==> src/rtl/uio_arb_pkg.sv <==
// Shared types and widths for the uio pin-bank arbiter.
// Widths are sized for the largest supported configuration.
package uio_arb_pkg;

    typedef enum logic [1:0] {
        IDLE,
        TURN,
        GRANT
    } arb_state_e;

    localparam int UIO_W   = 8;
    localparam int MAX_REQ = 8;
    localparam int MAX_TURN = 15;
    localparam int ID_W    = $clog2(MAX_REQ);
    localparam int TURN_W  = $clog2(MAX_TURN + 1);

    function automatic int hold_width(input int max_hold);
        return (max_hold < 2) ? 1 : $clog2(max_hold + 1);
    endfunction

endpackage

==> src/rtl/uio_rr_pick.sv <==
// Combinational round-robin picker: first set request at or above
// the pointer, wrapping modulo NUM_REQ.
module uio_rr_pick
    import uio_arb_pkg::*;
#(
    parameter int NUM_REQ = 4
) (
    input  logic [NUM_REQ-1:0] req,
    input  logic [ID_W-1:0]    pointer,
    output logic               any,
    output logic [ID_W-1:0]    idx
);

    logic [2*NUM_REQ-1:0] dbl;
    logic [NUM_REQ-1:0]   rot;
    int                   off;
    int                   sum;

    always_comb begin
        dbl = {req, req};
        // Rotating the doubled vector puts the pointer slot at bit 0.
        rot = NUM_REQ'(dbl >> pointer);
        any = |rot;
        off = 0;
        for (int k = NUM_REQ - 1; k >= 0; k--) begin
            if (rot[k]) off = k;
        end
        sum = int'(pointer) + off;
        if (sum >= NUM_REQ) sum = sum - NUM_REQ;
        idx = ID_W'(sum);
    end

endmodule

==> src/rtl/uio_bank_arbiter.sv <==
// Round-robin owner of the shared uio pad bank, with a high-Z
// turnaround between owners and a maximum-hold forced release.
module uio_bank_arbiter
    import uio_arb_pkg::*;
#(
    parameter int NUM_REQ           = 4,
    parameter int TURNAROUND_CYCLES = 2,
    parameter int MAX_HOLD          = 256
) (
    input  logic                     clk,
    input  logic                     rst,
    input  logic [NUM_REQ-1:0]       req,
    input  logic [NUM_REQ*UIO_W-1:0] req_uio_out,
    input  logic [NUM_REQ*UIO_W-1:0] req_uio_oe,
    output logic [NUM_REQ-1:0]       gnt,
    output logic                     owner_valid,
    output logic [ID_W-1:0]          owner_id,
    output logic                     timeout,
    output logic [UIO_W-1:0]         uio_out,
    output logic [UIO_W-1:0]         uio_oe
);

    localparam int HOLD_W = hold_width(MAX_HOLD);
    localparam logic [TURN_W-1:0] TURN_LAST =
        (TURNAROUND_CYCLES == 0) ? '0 : TURN_W'(TURNAROUND_CYCLES - 1);
    localparam logic [HOLD_W-1:0] HOLD_MAX  = HOLD_W'(MAX_HOLD);
    localparam logic [HOLD_W-1:0] HOLD_INIT =
        (MAX_HOLD == 0) ? '0 : HOLD_W'(1);

    arb_state_e          state_q, state_d;
    logic [ID_W-1:0]     ptr_q, ptr_d;
    logic [ID_W-1:0]     pend_q, pend_d;
    logic [TURN_W-1:0]   turn_q, turn_d;
    logic [HOLD_W-1:0]   hold_q, hold_d;
    logic [NUM_REQ-1:0]  gnt_q, gnt_d;
    logic                vld_q, vld_d;
    logic [ID_W-1:0]     id_q, id_d;
    logic                to_q, to_d;
    logic [UIO_W-1:0]    out_q, out_d;
    logic [UIO_W-1:0]    oe_q, oe_d;

    logic                pick_any;
    logic [ID_W-1:0]     pick_idx;
    logic                own_req;
    logic                pend_req;
    logic                others;
    logic [UIO_W-1:0]    own_out;
    logic [UIO_W-1:0]    own_oe;
    logic                do_grant;
    logic                do_rel;
    logic [ID_W-1:0]     grant_idx;
    int                  nxt_ptr;

    uio_rr_pick #(
        .NUM_REQ (NUM_REQ)
    ) u_pick (
        .req     (req),
        .pointer (ptr_q),
        .any     (pick_any),
        .idx     (pick_idx)
    );

    always_comb begin
        own_req  = 1'b0;
        pend_req = 1'b0;
        own_out  = '0;
        own_oe   = '0;
        for (int i = 0; i < NUM_REQ; i++) begin
            if (id_q == ID_W'(i)) begin
                own_req = req[i];
                own_out = req_uio_out[i*UIO_W +: UIO_W];
                own_oe  = req_uio_oe[i*UIO_W +: UIO_W];
            end
            if (pend_q == ID_W'(i)) pend_req = req[i];
        end
        others  = |(req & ~gnt_q);
        nxt_ptr = int'(id_q) + 1;
        if (nxt_ptr >= NUM_REQ) nxt_ptr = 0;
    end

    always_comb begin
        state_d   = state_q;
        ptr_d     = ptr_q;
        pend_d    = pend_q;
        turn_d    = turn_q;
        hold_d    = hold_q;
        gnt_d     = gnt_q;
        vld_d     = vld_q;
        id_d      = id_q;
        to_d      = 1'b0;
        out_d     = out_q;
        oe_d      = oe_q;
        do_grant  = 1'b0;
        do_rel    = 1'b0;
        grant_idx = pend_q;

        unique case (state_q)
            IDLE: begin
                out_d = '0;
                oe_d  = '0;
                if (pick_any) begin
                    pend_d = pick_idx;
                    if (TURNAROUND_CYCLES == 0) begin
                        do_grant  = 1'b1;
                        grant_idx = pick_idx;
                    end else begin
                        state_d = TURN;
                        turn_d  = '0;
                    end
                end
            end
            TURN: begin
                out_d = '0;
                oe_d  = '0;
                if (turn_q == TURN_LAST) begin
                    if (pend_req) do_grant = 1'b1;
                    else          state_d  = IDLE;
                end else begin
                    turn_d = turn_q + 1'b1;
                end
            end
            GRANT: begin
                out_d = own_out;
                oe_d  = own_oe;
                if (hold_q != HOLD_MAX) hold_d = hold_q + 1'b1;
                // A simultaneous voluntary drop wins over the forced path.
                if (!own_req) begin
                    do_rel = 1'b1;
                end else if (MAX_HOLD != 0 && hold_q == HOLD_MAX
                             && others) begin
                    do_rel = 1'b1;
                    to_d   = 1'b1;
                end
            end
            default: state_d = IDLE;
        endcase

        if (do_grant) begin
            state_d = GRANT;
            vld_d   = 1'b1;
            id_d    = grant_idx;
            hold_d  = HOLD_INIT;
            for (int i = 0; i < NUM_REQ; i++) begin
                gnt_d[i] = (grant_idx == ID_W'(i));
            end
        end

        if (do_rel) begin
            state_d = IDLE;
            gnt_d   = '0;
            vld_d   = 1'b0;
            out_d   = '0;
            oe_d    = '0;
            ptr_d   = ID_W'(nxt_ptr);
        end
    end

    always_ff @(posedge clk) begin
        if (rst) begin
            state_q <= IDLE;
            ptr_q   <= '0;
            pend_q  <= '0;
            turn_q  <= '0;
            hold_q  <= '0;
            gnt_q   <= '0;
            vld_q   <= 1'b0;
            id_q    <= '0;
            to_q    <= 1'b0;
            out_q   <= '0;
            oe_q    <= '0;
        end else begin
            state_q <= state_d;
            ptr_q   <= ptr_d;
            pend_q  <= pend_d;
            turn_q  <= turn_d;
            hold_q  <= hold_d;
            gnt_q   <= gnt_d;
            vld_q   <= vld_d;
            id_q    <= id_d;
            to_q    <= to_d;
            out_q   <= out_d;
            oe_q    <= oe_d;
        end
    end

    assign gnt         = gnt_q;
    assign owner_valid = vld_q;
    assign owner_id    = id_q;
    assign timeout     = to_q;
    assign uio_out     = out_q;
    assign uio_oe      = oe_q;

endmodule

==> config.mk <==
export PLATFORM = sky130hd
export DESIGN_NAME = uio_bank_arbiter
export DESIGN_NICKNAME = d
export VERILOG_FILES = /design/src/rtl/uio_arb_pkg.sv /design/src/rtl/uio_rr_pick.sv /design/src/rtl/uio_bank_arbiter.sv
export SDC_FILE = /design/constraint.sdc
export NUM_CORES = 1
export LEC_CHECK = 0
export CAP_MARGIN = 20
export CORE_MARGIN = 4
export CORE_UTILIZATION = 33
export CTS_CLUSTER_DIAMETER = 30
export DETAILED_ROUTE_END_ITERATION = 8
export HOLD_SLACK_MARGIN = 0.03
export MAX_ROUTING_LAYER = met4
export SETUP_SLACK_MARGIN = 0.3
export SYNTH_ARGS = -nofsm -noshare
export SYNTH_HDL_FRONTEND = slang
export SYNTH_HIERARCHICAL = 1
export SYNTH_SLANG_ARGS = --single-unit
==> constraint.sdc <==
create_clock -name clk -period 2.1 [get_ports clk]
set_input_delay 0.42 -clock clk [delete_from_list [all_inputs] [get_ports clk]]
set_output_delay 0.42 -clock clk [all_outputs]
set_load 0.02 [all_outputs]
# Yosys cells after proc, flatten, opt, wreduce, memory -nomap -nowiden
# Cells that the tools add are included.
# word_totals
mem_bits_rw	0
rom_bits	0
ff_bits	46
latch_bits	0
output_inout_bits	25
in_bits	70
memories	0
# op_classes
n_mux	41
reduce_logical	21
n_addsub	5
div_mod_pow	0
n_bitwise	4
order_cmp	2
shift	1
eq_ne	19
mul	0
# ops
op	count
$mux W8	8
$pmux W8 S2	2
$mux W1	17
$mux W2	8
$eq A3 B2 Y1 const B	4
$ne A2 B2 Y1 const B	5
$add A9 B1 Y9 const B	1
$eq A9 B9 Y1 const B	1
$ne A3 B3 Y1 const B	3
$ne A9 B9 Y1 const B	1
$ge A4 B3 Y1 const B	2
$mux W4	2
$pmux W4 S2	1
$reduce_and A4 Y1	2
$reduce_bool A2 Y1	4
$reduce_or A4 Y1	2
$shr A8 B3 Y4	1
$eq A3 B1 Y1 const B	2
$logic_not A3 Y1	2
$mux W3	2
$pmux W2 S3	1
$reduce_and A2 Y1	3
$reduce_or A2 Y1	3
$reduce_or A3 Y1	2
other kinds (13)	14

# Logic depth before layout (Yosys ltp)
# Gate-level depths: netlist of the first run.
# depth
word_depth	10
ltp_mapped	11
depth_no_buf	10

# Modules after synthesis
# The synthesis of the first run kept the hierarchy.
# by_module_without_submodules
mod	cells_each	seq_area_each_um2	n_inst	area_per_inst_um2
uio_bank_arbiter	333	920.9	1	2750.1
uio_rr_pick	31	0.0	1	236.5

# Worst setup path before layout of the first run
# No wires, ideal clock.
# synth_path
path_kind	reg2reg
startpoint	reg ptr_q[0]
endpoint	reg pend_q[1] (netlist: grant_idx[1])
required_ps	1972
arrival_time_ps	1921
path_stages_with_launch	12
path_slack_ps	51
cell_sequence	dfxtp_1 -> buf_6 -> or3b_1 -> a21oi_1 -> nor3_1 -> nor2_1 -> ha_1 -> inv_1 -> fa_1 -> inv_1 -> mux2i_1 -> nor2_1
# synth_via
elab_chain_len	8
word_cells_on_any_way	11
classes_between	add/sub (2); order compare (1); shift (1); mux (5); reduce/logical (2)
# synth_lines
item	line	text
start: declaration	uio_bank_arbiter.sv:31	logic [ID_W-1:0] ptr_q, ptr_d;
start signal: assignment	uio_bank_arbiter.sv:173	ptr_q <= ptr_d;
$shr A8 B3 Y4	uio_rr_pick.sv:22	rot = NUM_REQ'(dbl >> pointer);
$mux W2 (4 in a row)	uio_rr_pick.sv:26	if (rot[k]) off = k;
$add A3 B2 Y4 (*)	uio_rr_pick.sv:28	sum = int'(pointer) + off;
$ge A4 B3 Y1 / $sub A3 B3 Y3 (equally long branches)	uio_rr_pick.sv:29	if (sum >= NUM_REQ) sum = sum - NUM_REQ;
$mux W3 (*)	uio_rr_pick.sv:29	
via pick_idx[1]	uio_bank_arbiter.sv:43	logic [ID_W-1:0] pick_idx;
end signal: assignment	uio_bank_arbiter.sv:174	pend_q <= pend_d;
end: declaration	uio_bank_arbiter.sv:32	logic [ID_W-1:0] pend_q, pend_d;
# The timed path passes the listed nets; every way through them passes the cells marked *.
# A chain may end at the register's enable or synchronous reset.

# Final worst setup path of the first run
# Same ends and word-level chain as after synthesis.

==> results of run 1 <==
-- cells by family (layout without fill, tap and decap cells) --
group,Yosys count,after routing,synth area share [%]
simple gates,134,134,25.5
xor+xnor,9,9,2.64
mux,8,8,2.72
buf+inv,46,170,6.33
fa+ha+maj,12,12,5.28
flops,46,46,30.8
compound gates,109,109,26.7
-- flip-flops by register name, summed over array words and instances (netlist names) --
name,cells
hold_q,9
gnt,4
uio_oe,8
owner_valid,1
timeout,1
uio_out,8
ptr_q,3
owner_id,3
grant_idx,3
turn_q,4
state_q,2
-- cells in the final DEF, fill, tap and decap left out, types with 16 or more instances in the layout --
cell type / n
clkdlybuf4s50_1: 88
dfxtp_1: 40
nand2_1: 38
buf_4: 38
a21oi_1: 26
a211oi_2: 20
nand3b_1: 19
nor2_1: 18
inv_1: 16
a21o_1: 16
o221ai_1: 16
-- repair_timing --
action                                  4_1_cts  5_1_grt
endpoints found under the setup margin       31       46
buffers inserted                             12        6
pin swaps                                    25       21
endpoints found under the hold margin         0        0
cloned                                        1        0
gates resized for setup                      26       28
-- power groups by stage --
stage	clock (W)	sequential, W	combinational (W)
final	0.000652	0.000903	0.000424
after global routing	0.000711	0.000906	0.000457
after CTS	0.000679	0.000902	0.000408
after detailed placement	0	0.000923	0.000389
after global placement	0	0.000923	0.000384
after floorplan	0	0.000918	0.000165
-- critical path, cell delays in order (launching register included) --
cell and delay (ps):
dfxtp_4 370, or3b_1 390, o31ai_2 100, nor3_2 100, nor2_1 140, ha_2 210
inv_2 40, fa_1 480, inv_1 40, mux2i_1 120, nor2_1 50
-- layer usage --
metal,vias to the layer above,part of all wire (%),global-route usage (%)
met1,1451,45,22.2
li1,1572,-,-
met4,0,1.4,4.38
met2,95,47,30.9
met3,13,7.4,3.18
met5,-,0,-
-- area by class of cell --
type / count / share of cell area [%]
Clock inverter: 2 / 0.777
Tap cell: 108 / 2.80
Timing Repair Buffer: 145 / 29.7
Sequential cell: 46 / 19.4
Clock buffer: 6 / 1.50
Multi-Input combinational cell: 272 / 44.5
Inverter: 17 / 1.32
-- worst max-delay path by stage --
stage | from | slack (ps) | cells past startpoint | to
after global placement | req[2] | -490 | 11 | grant_idx[1]
after floorplan | ptr_q[0] | 50 | 11 | grant_idx[1]
after global routing | ptr_q[0] | -110 | 10 | grant_idx[1]
after CTS | ptr_q[0] | -40 | 10 | grant_idx[1]
final | ptr_q[0] | -40 | 10 | grant_idx[1]
after detailed placement | req[2] | -610 | 11 | grant_idx[1]
-- per-stage QoR --
stage | setup TNS [ps] | hold WS, ps | setup slack [ps]
finish | -37.7 | 468 | -37.7
global route | -201 | 487 | -108
CTS | -44.3 | 467 | -44.3
detailed placement | -6290 | 454 | -609
global placement | -5250 | 451 | -494
floorplan | 0 | 468 | 51.4
==> reports/metrics.cfg, run 1 <==
[run_status]
status=finished, violations left
failed_checks=setup timing

[pwr]
pwr-share-seq_pct=45.6
peakVddDrop_mv=0.272
power_w=0.00198
pwr-share-clk_pct=33.0
power_frac_comb_pct=21.4
p_int_w=0.00149
power.leakage_nw=1.83
p_per_area_nw_per_um2=410
switchingPower_w=0.000488
p_sw_share_pct=24.7

[sta]
tightest_slew_ps=622
fin_skew_ps=3.43
max_freq_mhz=468
slew_headroom_pct=58.5
setup_viol_count_final=1
final-hold-violation-count=0
finalCritPeriodShare_pct=102
slew_viol_final=0
grt_setup_unrepaired=yes
setup_slack_ps=-37.7
min_period_ps=2140

[min_path]
min_path_type=reg -> reg
hold_start=uio_oe[7]
worstHoldPathCells=2
hold_end=uio_oe[7]

[die]
initial_core_util_pct=34.1
die_h_um=103
core_region_area_um2=8760
ios=95
die_x_um=103
die_area_um2=10600
rows=34

[detailed_routing]
route.detailed.drc=0
wl_per_cell_um=16.0
viasPerCell=5.25
drt-initial-drc-count=111
drt-total-wl_um=9560
antenna_left=0
vias=3131
dr.pass1.iters=4

[critical_path]
cp_data_required_time_ps=2300
arrival_ps=2330
regToRegSetupSlack_ps=-40
rr_startpoint=ptr_q[0]
cp-end-kind=flop
worstSetupPathType=reg -> reg
r2r_cells=10
path_max_fanout=6
start_kind=flop
r2r-end=grant_idx[1]

[global_routing]
track_usage_pct=18.1
grt_pass1_vias=3141
overflow=0
grt_max_degree=33
grt_pass1_wl_um=15000
antenna_found_initial=0

[placement]
placedCellCount=569
io_buffers=94
hpwl_um=7000
place_congestion=0.886
dpl_cell_area_um2=4370

[clock_tree]
path_clk_slew_ps=80
cts_root_buf=clkbuf_8
postCtsHoldBufs=0
insertion_delay_ps=290
htreeDepth=2
cts_buffers=5
cts_tree=built
cts.sinks=46
cts_buffer_depth=2

[final_layout]
n_fill_cell=803
postLayoutCoreUtil_pct=55.1
area_growth_pct=61.8
design_area_um2=4830
fin_nets=569
instances_no_fill=596
diodes=0
multi_input_area_um2=2150
seq_area_um2=936
drive_above_1_share_pct=25.0

[logic_synthesis]
synth-main-ff-cell=dfxtp_1
synth_top_cell_area_share_pct=30.8
syn_nets=446
synthArstFlopShare_pct=0
yosys_warnings=6
netlist_top_cells_area=dfxtp_1 31%, a21oi_1 5.2%, a211oi_1 5.0%, o221ai_1 5.0%, nand2_1 4.9%
syn_avg_cell_area_um2=8.20
syn_inst=364
synth_cell_type_count=56
yosys_register_bits=46
syn_area_um2=2990
synth_top_cell_by_area=dfxtp_1
yosysSeqAreaShare_pct=30.8
yosysMostFrequentCell=dfxtp_1
synthTopCellsByCount=46 x dfxtp_1, 39 x nand2_1, 31 x a21oi_1
synth_edf_count=0

[flow_run]
max-cap-violations=0

(Power assumes the default switching activity.)
==> run 2, diff against run 1 <==
Clock period 2.1 ns to 2 ns, I/O delays scaled along.
==> run 2 against run 1 <==
Effect of this change: combinational power increased by 9.9%; sequential share of layout area decreased by 0.20 points; die area unchanged; register-to-register slack got worse by 80 ps; via count increased by 1.1%; sequential cell count unchanged; critical path type unchanged; highest routed layer unchanged; power increased by 7.8%; final cell count increased by 0.34%; worst setup slack got worse by 76 ps; the flow still finishes with violations (setup timing).
==> reports/metrics.cfg, run 2 (synthesis gave the netlist of run 1 again) <==
[clock_tree]
cts_root_buf=clkbuf_8  ; unchanged
cts_buffer_depth=2  ; unchanged
cts_buffers=5  ; unchanged
cts_tree=built  ; unchanged
cts.sinks=46  ; unchanged
htreeDepth=2  ; unchanged
path_clk_slew_ps=80  ; about the same
insertion_delay_ps=300  ; was 290 ps

[min_path]
hold_start=uio_out[4]  ; was uio_oe[7]
hold_end=uio_out[4]  ; was uio_oe[7]
worstHoldPathCells=2  ; unchanged
min_path_type=reg -> reg  ; unchanged

[detailed_routing]
viasPerCell=5.29  ; was 5.25
route.detailed.drc=0  ; unchanged
antenna_left=0  ; unchanged
vias=3166  ; was 3131
wl_per_cell_um=16.5  ; was 16.0 um
routed.top_layer=met4  ; unchanged
drt-initial-drc-count=84  ; was 111
wl_met3_um=731  ; was 709 um
dr_wl_met2_um=4700  ; was 4460 um
m1WireLength_um=4320  ; was 4260 um
dr.pass1.iters=4  ; unchanged
drt-total-wl_um=9870  ; was 9560 um

[critical_path]
cp_data_required_time_ps=2190  ; was 2300 ps
worstSetupPathType=reg -> reg  ; unchanged
crit_start=ptr_q[0]  ; unchanged
arrival_ps=2310  ; was 2330 ps
cp-end-kind=flop  ; unchanged
path_max_fanout=6  ; unchanged
rr_startpoint=ptr_q[0]  ; unchanged
regToRegSetupSlack_ps=-110  ; was -40 ps
r2r_cells=10  ; unchanged
start_kind=flop  ; unchanged
r2r-end=grant_idx[1]  ; unchanged

[global_routing]
grt_max_degree=33  ; unchanged
grt_pass1_vias=3056  ; was 3141
grt_pass1_wl_um=15000  ; about the same
overflow=0  ; unchanged
track_usage_pct=18.4  ; was 18.1%
antenna_found_initial=0  ; unchanged

[sta]
grt_setup_unrepaired=yes  ; unchanged
tns_ps=-152  ; was -37.7 ps
setup_viol_count_final=2  ; was 1
tightest_slew_ps=466  ; was 622 ps
setup_slack_ps=-113  ; was -37.7 ps
slew_viol_final=0  ; unchanged
final-hold-violation-count=0  ; unchanged
min_period_ps=2110  ; was 2140 ps
finalCritPeriodShare_pct=106  ; was 102%
slew_headroom_pct=68.9  ; was 58.5%
fin_skew_ps=6.24  ; was 3.43 ps
max_freq_mhz=473  ; was 468 MHz

[die]
die_area_um2=10600  ; unchanged
ios=95  ; unchanged
die_h_um=103  ; unchanged
initial_core_util_pct=34.1  ; unchanged
rows=34  ; unchanged
core_region_area_um2=8760  ; unchanged
die_x_um=103  ; unchanged

[pwr]
pwr-share-clk_pct=33.9  ; was 33.0%
p_per_area_nw_per_um2=435  ; was 410 nW/um2
pwr-share-seq_pct=44.2  ; was 45.6%
switchingPower_w=0.000521  ; was 0.000488 W
power.leakage_nw=2.09  ; was 1.83 nW
power_w=0.00213  ; was 0.00198 W
peakVddDrop_mv=0.343  ; was 0.272 mV
p_int_w=0.00161  ; was 0.00149 W
power_frac_comb_pct=21.8  ; was 21.4%
p_sw_share_pct=24.4  ; was 24.7%

[final_layout]
most-common-layout-cells=72 x clkdlybuf4s50_1, 42 x buf_4, 39 x dfxtp_1  ; was 88 x clkdlybuf4s50_1, 40 x dfxtp_1, 38 x nand2_1, 38 x buf_4, 26 x a21oi_1
drive_above_1_share_pct=26.9  ; was 25.0%
n_fill_cell=796  ; was 803
final_common_cell=clkdlybuf4s50_1  ; unchanged
multi_input_area_um2=2170  ; was 2150 um2
fin_nets=571  ; was 569
regMostFlops=hold_q  ; unchanged
diodes=0  ; unchanged
seq_area_um2=940  ; was 936 um2
largest_reg_flops=9  ; unchanged
area_growth_pct=64.1  ; was 61.8%

[flow_run]
max-cap-violations=0  ; unchanged

[placement]
io_buffers=94  ; unchanged
hpwl_um=7230  ; was 7000 um
place_congestion=0.851  ; was 0.886

[run_status]
failed_checks=setup timing  ; unchanged
status=finished, violations left  ; unchanged

run 2: power groups by stage:
stage | Sequential, W | Combinational [W] | Clock (W)
final | 0.000944 | 0.000466 | 0.000724
after global routing | 0.000947 | 0.000500 | 0.000790
after CTS | 0.000944 | 0.000452 | 0.000747
after detailed placement | 0.000967 | 0.000425 | 0
after global placement | 0.000966 | 0.000420 | 0
after floorplan | 0.000964 | 0.000173 | 0
run 2: worst max path at each step:
stage,end,slack [ps],depth (start not counted)
3_3_place_gp,grant_idx[1],-590,11
5_1_grt,grant_idx[1],-200,10
4_1_cts,grant_idx[1],-120,10
2_1_floorplan,grant_idx[1],-50,11
3_5_place_dp,grant_idx[1],-660,11
6_report,grant_idx[1],-110,10
run 2: worst max-delay path: stages (launching register included):
cell,delay (ps)
dfxtp_4,370
or3b_4,370
a21oi_2,130
nor3_1,50
nor2_1,150
ha_2,210
inv_2,40
fa_1,470
inv_1,40
mux2i_1,120
nor2_1,60
run 2: metal layers:
layer	GRT usage, %	up-vias
met5	-	-
met4	4.38	0
met3	3.59	9
met2	32.1	94
met1	21.8	1480
li1	-	1583
run 2: stage by stage:
step	hold slack (ps)	util [%]	cells	setup slack, ps	instance area (um2)
after detailed placement	462	50.4	576	-662	4420
final	466	55.9	598	-113	4900
after floorplan	468	-	364	-48.6	3140
after CTS	471	53.9	592	-117	4720
after global routing	488	55.9	598	-196	4900
after global placement	454	50.4	576	-585	4420
run 2: cell type report:
class,count,area share (%)
flip-flops and latches,46,19.2
well taps,108,2.76
repair buffers,147,30.1
clock buffers,7,1.76
inverters,17,1.30
multi-input cells,272,44.3
clock inverters,1,0.613
run 2: timing repair:
action	in CTS	in global routing
hold buffers	0	0
resized for setup	48	34
gates cloned	1	0
pin swaps	27	15
setup buffers	7	6
hold endpoints to repair	0	0
endpoints found under the setup margin	52	49
